[config.mk]
export PLATFORM = sky130hd
export DESIGN_NAME = exec_sequencer
export DESIGN_NICKNAME = d
export VERILOG_FILES = /design/src/rtl/exec_sequencer.sv
export SDC_FILE = /design/constraint.sdc
export NUM_CORES = 1
export LEC_CHECK = 0
export BUFFER_PORTS_ARGS = -buffer_cell sky130_fd_sc_hd__buf_2
export CELL_PAD_IN_SITES_DETAIL_PLACEMENT = 1
export CELL_PAD_IN_SITES_GLOBAL_PLACEMENT = 2
export CORE_MARGIN = 5
export CORE_UTILIZATION = 24
export DETAILED_ROUTE_END_ITERATION = 8
export GPL_ROUTABILITY_DRIVEN = 0
export PLACE_DENSITY_LB_ADDON = 0.1
export REMOVE_ABC_BUFFERS = 1
export SYNTH_ARGS = -nofsm -noshare
export SYNTH_HDL_FRONTEND = slang
export SYNTH_SLANG_ARGS = --single-unit
[constraint.sdc]
create_clock -name clock -period 2.44 [get_ports clock]
set_input_delay 0.122 -clock clock [delete_from_list [all_inputs] [get_ports clock]]
set_output_delay 0.122 -clock clock [all_outputs]
set_load 0.01 [all_outputs]
[src/rtl/exec_sequencer.sv]
// Fetch/decode/execute sequencer for the J17 core: strobes IR load, PC update, ALU launch,
// register write-back and stack push/pop. Define SEQ_INSTRET_EN to build the retired-instruction counter.
module exec_sequencer #(
  parameter int MULTI_LAT = 4,
  parameter int SP_W      = 5
) (
  input  logic            clock,
  input  logic            reset,
  input  logic            run,
  input  logic [5:0]      instr_opcode,
  input  logic            mem_ready,
  output logic            ir_load,
  output logic            pc_en,
  output logic            alu_start,
  output logic            regwrite_en,
  output logic            stack_push,
  output logic            stack_pop,
  output logic [SP_W-1:0] sp,
  output logic            halted,
  output logic            stack_err,
  output logic [2:0]      state,
  output logic [31:0]     instret
);

  typedef enum logic [2:0] {
    S_IDLE   = 3'd0,
    S_FETCH  = 3'd1,
    S_DECODE = 3'd2,
    S_EXEC   = 3'd3,
    S_WAIT   = 3'd4,
    S_STACK  = 3'd5,
    S_WB     = 3'd6,
    S_HALT   = 3'd7
  } state_t;

  localparam int              CNT_W     = (MULTI_LAT > 1) ? $clog2(MULTI_LAT) : 1;
  localparam logic [CNT_W-1:0] WAIT_LOAD = CNT_W'(MULTI_LAT - 1);
  localparam logic [SP_W-1:0]  SP_FULL   = '1;

  state_t           r_state;
  logic [CNT_W-1:0] r_wait_cnt;
  logic [SP_W-1:0]  r_sp;
  logic             r_stack_err;

  logic w_is_halt;
  logic w_is_nop;
  logic w_is_push;
  logic w_is_pop;
  logic w_is_multi;
  logic w_writes_reg;
  logic w_push_ok;
  logic w_pop_ok;

  // Opcode classes: undefined opcodes above MOVI are treated like HLT.
  assign w_is_halt    = (instr_opcode == 6'd26) || (instr_opcode > 6'd29);
  assign w_is_nop     = (instr_opcode == 6'd25);
  assign w_is_push    = (instr_opcode == 6'd27);
  assign w_is_pop     = (instr_opcode == 6'd28);
  assign w_is_multi   = (instr_opcode == 6'd2) || (instr_opcode == 6'd3) ||
                        (instr_opcode == 6'd6) || (instr_opcode == 6'd7) ||
                        (instr_opcode == 6'd12);
  assign w_writes_reg = (instr_opcode <= 6'd14) || (instr_opcode == 6'd24) ||
                        (instr_opcode == 6'd28) || (instr_opcode == 6'd29);

  assign w_push_ok = (r_state == S_STACK) && w_is_push && (r_sp != SP_FULL);
  assign w_pop_ok  = (r_state == S_STACK) && w_is_pop  && (r_sp != '0);

  always_ff @(posedge clock) begin
    if (reset) begin
      r_state     <= S_IDLE;
      r_wait_cnt  <= '0;
      r_sp        <= '0;
      r_stack_err <= 1'b0;
    end else begin
      case (r_state)
        S_IDLE:   if (run) r_state <= S_FETCH;
        S_FETCH:  if (mem_ready) r_state <= S_DECODE;
        S_DECODE: begin
          if (w_is_halt)                  r_state <= S_HALT;
          else if (w_is_nop)              r_state <= S_WB;
          else if (w_is_push || w_is_pop) r_state <= S_STACK;
          else                            r_state <= S_EXEC;
        end
        S_EXEC: begin
          if (w_is_multi) begin
            r_state    <= S_WAIT;
            r_wait_cnt <= WAIT_LOAD;
          end else begin
            r_state <= S_WB;
          end
        end
        // Counter is loaded with MULTI_LAT-1 so WAIT lasts exactly MULTI_LAT cycles.
        S_WAIT: begin
          if (r_wait_cnt == '0) r_state <= S_WB;
          else                  r_wait_cnt <= r_wait_cnt - 1'b1;
        end
        S_STACK: begin
          if (w_push_ok) begin
            r_sp    <= r_sp + 1'b1;
            r_state <= S_WB;
          end else if (w_pop_ok) begin
            r_sp    <= r_sp - 1'b1;
            r_state <= S_WB;
          end else begin
            r_stack_err <= 1'b1;
            r_state     <= S_HALT;
          end
        end
        S_WB:     r_state <= run ? S_FETCH : S_IDLE;
        S_HALT:   r_state <= S_HALT;
        default:  r_state <= S_IDLE;
      endcase
    end
  end

  assign state       = r_state;
  assign ir_load     = (r_state == S_FETCH) && mem_ready;
  assign pc_en       = (r_state == S_WB);
  assign alu_start   = (r_state == S_EXEC);
  assign regwrite_en = (r_state == S_WB) && w_writes_reg;
  assign stack_push  = w_push_ok;
  assign stack_pop   = w_pop_ok;
  assign sp          = r_sp;
  assign halted      = (r_state == S_HALT);
  assign stack_err   = r_stack_err;

`ifdef SEQ_INSTRET_EN
  logic [31:0] r_instret;

  always_ff @(posedge clock) begin
    if (reset)                 r_instret <= '0;
    else if (r_state == S_WB)  r_instret <= r_instret + 32'd1;
  end

  assign instret = r_instret;
`else
  assign instret = 32'd0;
`endif

endmodule
==> results_dict.tcl <==
set metrics [dict create \
    status "finished, final reports clean" \
    wl_mm 3.14 \
    power_frac_clock 0.275 \
    cts_setup_buffers 0 \
    path_class "reg -> reg" \
    synth_top_area_share 0.206 \
    clkLatencyLatePin_ps 240 \
    p_per_area_mw_per_mm2 515 \
    synth_edf_count 0 \
    root_buffer "clkbuf_8" \
    antenna_found_initial 0 \
    sw_frac_of_total 0.379 \
    grt_pass1_vias 1082 \
    final_layout_size_suffix_gt1_frac 0.257 \
    port_buffers 25 \
    clkTransAtPathRegs_ps 60 \
    path_buf_inv 0 \
    p_leak_nw 0.599 \
    yosys.area.top_type "buf_4" \
    synth_compound_area_frac 0.214 \
    synth-xor-area-share 0.0226 \
    setup_tns_ps 0 \
    drtPass1Iterations 4 \
    rsz0062_at_grt "no" \
    track_usage 0.103 \
    synth_cells 141 \
    period_share 0.923 \
    fp.dieW_um 79.7 \
    fill_cells 586 \
    htreeDepth 1 \
    slew_viol_final 0 \
    period_minus_slack_ps 2250 \
    seq_power_share 0.310 \
    grt_overflow_total 0 \
    finalHoldViolations 0 \
    synth-main-ff-cell "dfxtp_1" \
    cp_slowest_cell "dfxtp_1" \
    critPathMaxStageDelay_ps 450 \
    cp_data_arrival_time_ps 2380 \
    drc 0 \
    internal_power_w 0.000424 \
    ant_nets 0 \
    synth.area.mux_share 0.0311 \
    end_kind "flip-flop" \
    power_w 0.000683 \
    irDropWorstVdd_v 0.000137 \
    row_count 25 \
    wl_per_cell_um 13.2 \
    diodes 0 \
    postSynth.asyncResetShare 0 \
    skew_ps 9.64 \
    start_util 0.247 \
    cts_tree "yes" \
    clock-sinks 11 \
    clockBufferDepth 2 \
    cp_cell_sequence "nand4_1 -> o211ai_4 -> or2_1 -> ha_1 -> a21oi_1 -> a21o_1 -> a21oi_1 -> mux2_1" \
    crit_family "compound AO/OA/AOI/OAI gates" \
    synth_simple_gate_area_frac 0.237 \
    vias 1033 \
    synth.distinct_cells 46 \
    comb_power_share 0.415 \
    die_height_um 79.7 \
    avgSynthCellArea_um2 8.26 \
    cts_resized 0 \
    synth_top_family_by_area "buffers and inverters" \
    yosys_warnings 0 \
    synth_adder_area_share 0.0602 \
    p_sw_w 0.000259 \
    ios 58 \
    setup_viol_count_final 0 \
    hold_path_class "in -> reg" \
    core_mm2 0.00472 \
    startpoint_type "flip-flop" \
    die_area_mm2 0.00635 \
    synthTopCellsByArea "buf_4, dfxtp_1, a21oi_1" \
    hpwl_mm 2.58 \
    place_area_mm2 0.00128 \
    num-nets-final 187 \
    hold_buffers 0 \
    grt_pass1_wl_mm 5.16 \
    fmax_mhz 444 \
    cts_buffers 3 \
    syn-cell-area_mm2 0.00116 \
    via_per_inst 4.34 \
    grt_max_degree 18 \
    syn_to_final_growth_pct 13.9 \
    critPathRequiredTime_ps 2570 \
    seq_area_frac_synth 0.189 \
    drt_iter0_drc 38 \
    worstPathMaxFanout 6 \
    synth-seq-cells 11 \
    fin_area_mm2 0.00133 \
    cap_viol_max_count 0 \
    cp_common_cell "a21oi_1" \
]
power groups by stage:
stage          logic [W]  clock network, W  registers, W
6_report        0.000283          0.000188      0.000212
5_1_grt         0.000320          0.000206      0.000214
3_5_place_dp    0.000288                 0      0.000216
4_1_cts         0.000288          0.000196      0.000212
2_1_floorplan   0.000121                 0      0.000262
3_3_place_gp    0.000286                 0      0.000215
cells in the mapped netlist, types with 2 or more instances:
library cell,instances
nor2_1,9
inv_1,7
nor2b_1,5
o21bai_1,2
a2111oi_0,2
a21o_1,2
buf_4,32
o211ai_1,2
ha_1,4
o21ai_0,2
clkbuf_1,3
a211oi_1,3
a21oi_1,10
nand3b_1,4
o211ai_4,2
nand2b_1,2
nor3b_1,2
nand2_1,4
nand3_1,3
nand4_1,2
dfxtp_1,11
xor2_1,2
and4bb_2,2
nor4b_1,2
sequential cells by signal (all words and copies together), names as in the netlist:
register	count
r_wait_cnt	2
sp	5
stack_err	1
state	3
path summary, 6_finish.rpt:
| path | endpoint | depth (start not counted) | slack [ps] | start |
|---|---|---|---|---|
| worst max-delay path | sp[3] | 8 | 190 | sp[1] |
| worst min-delay path | stack_err | 2 | 280 | reset |
| worst max register to register | sp[3] | 8 | 190 | sp[1] |
| worst min register to register | stack_err | 2 | 440 | stack_err |
cells in the final DEF (no fill, tap or decap), types with 2 or more instances in the layout:
cell type | netlist | routed
a211oi_1 | 3 | 3
a21o_1 | 2 | 2
a21oi_1 | 10 | 10
and4bb_2 | 2 | 2
buf_2 | 1 | 25
buf_4 | 32 | 6
clkbuf_8 | 0 | 3
conb_1 | 1 | 32
dfxtp_1 | 11 | 10
ha_1 | 4 | 4
inv_1 | 7 | 7
nand2_1 | 4 | 4
nand2b_1 | 2 | 2
nand3_1 | 3 | 3
nand3b_1 | 4 | 4
nand4_1 | 2 | 2
nor2_1 | 9 | 9
nor2b_1 | 5 | 5
nor3b_1 | 2 | 2
nor4b_1 | 2 | 2
o211ai_1 | 2 | 2
o211ai_4 | 2 | 2
o21ai_0 | 2 | 2
o21bai_1 | 2 | 2
xor2_1 | 2 | 2
cell type report:
class	count	area [µm²]	area share
Timing Repair Buffer	31	170	0.128
Sequential cell	11	221	0.167
Multi-Input combinational cell	118	779	0.588
Clock buffer	4	45.0	0.0340
Inverter	7	26.3	0.0198
Tap cell	67	83.8	0.0632
per-layer routing:
metal	track usage	vias to the layer above	routed length, µm	part of all wire
li1	-	501	-	-
met3	0.0293	2	249	0.079
met4	0.0361	0	31	0.0099
met1	0.116	486	1330	0.42
met5	0	-	0	0
met2	0.184	44	1530	0.49
stage by stage:
stage,cells,setup WS (ps),hold slack (ps),util
finish,238,187,278,0.281
global placement,234,244,439,0.271
global route,238,41.2,314,0.281
detailed placement,234,131,444,0.271
floorplan,136,183,191,-
CTS,238,106,284,0.280
logic make-up after synthesis:
family	Yosys count
simple gates	43
buf+inv	43
compound gates	32
flops	11
fa+ha+maj	5
xor+xnor	3
mux	3
other cells	1
Power figures use the tool's default switching activity.
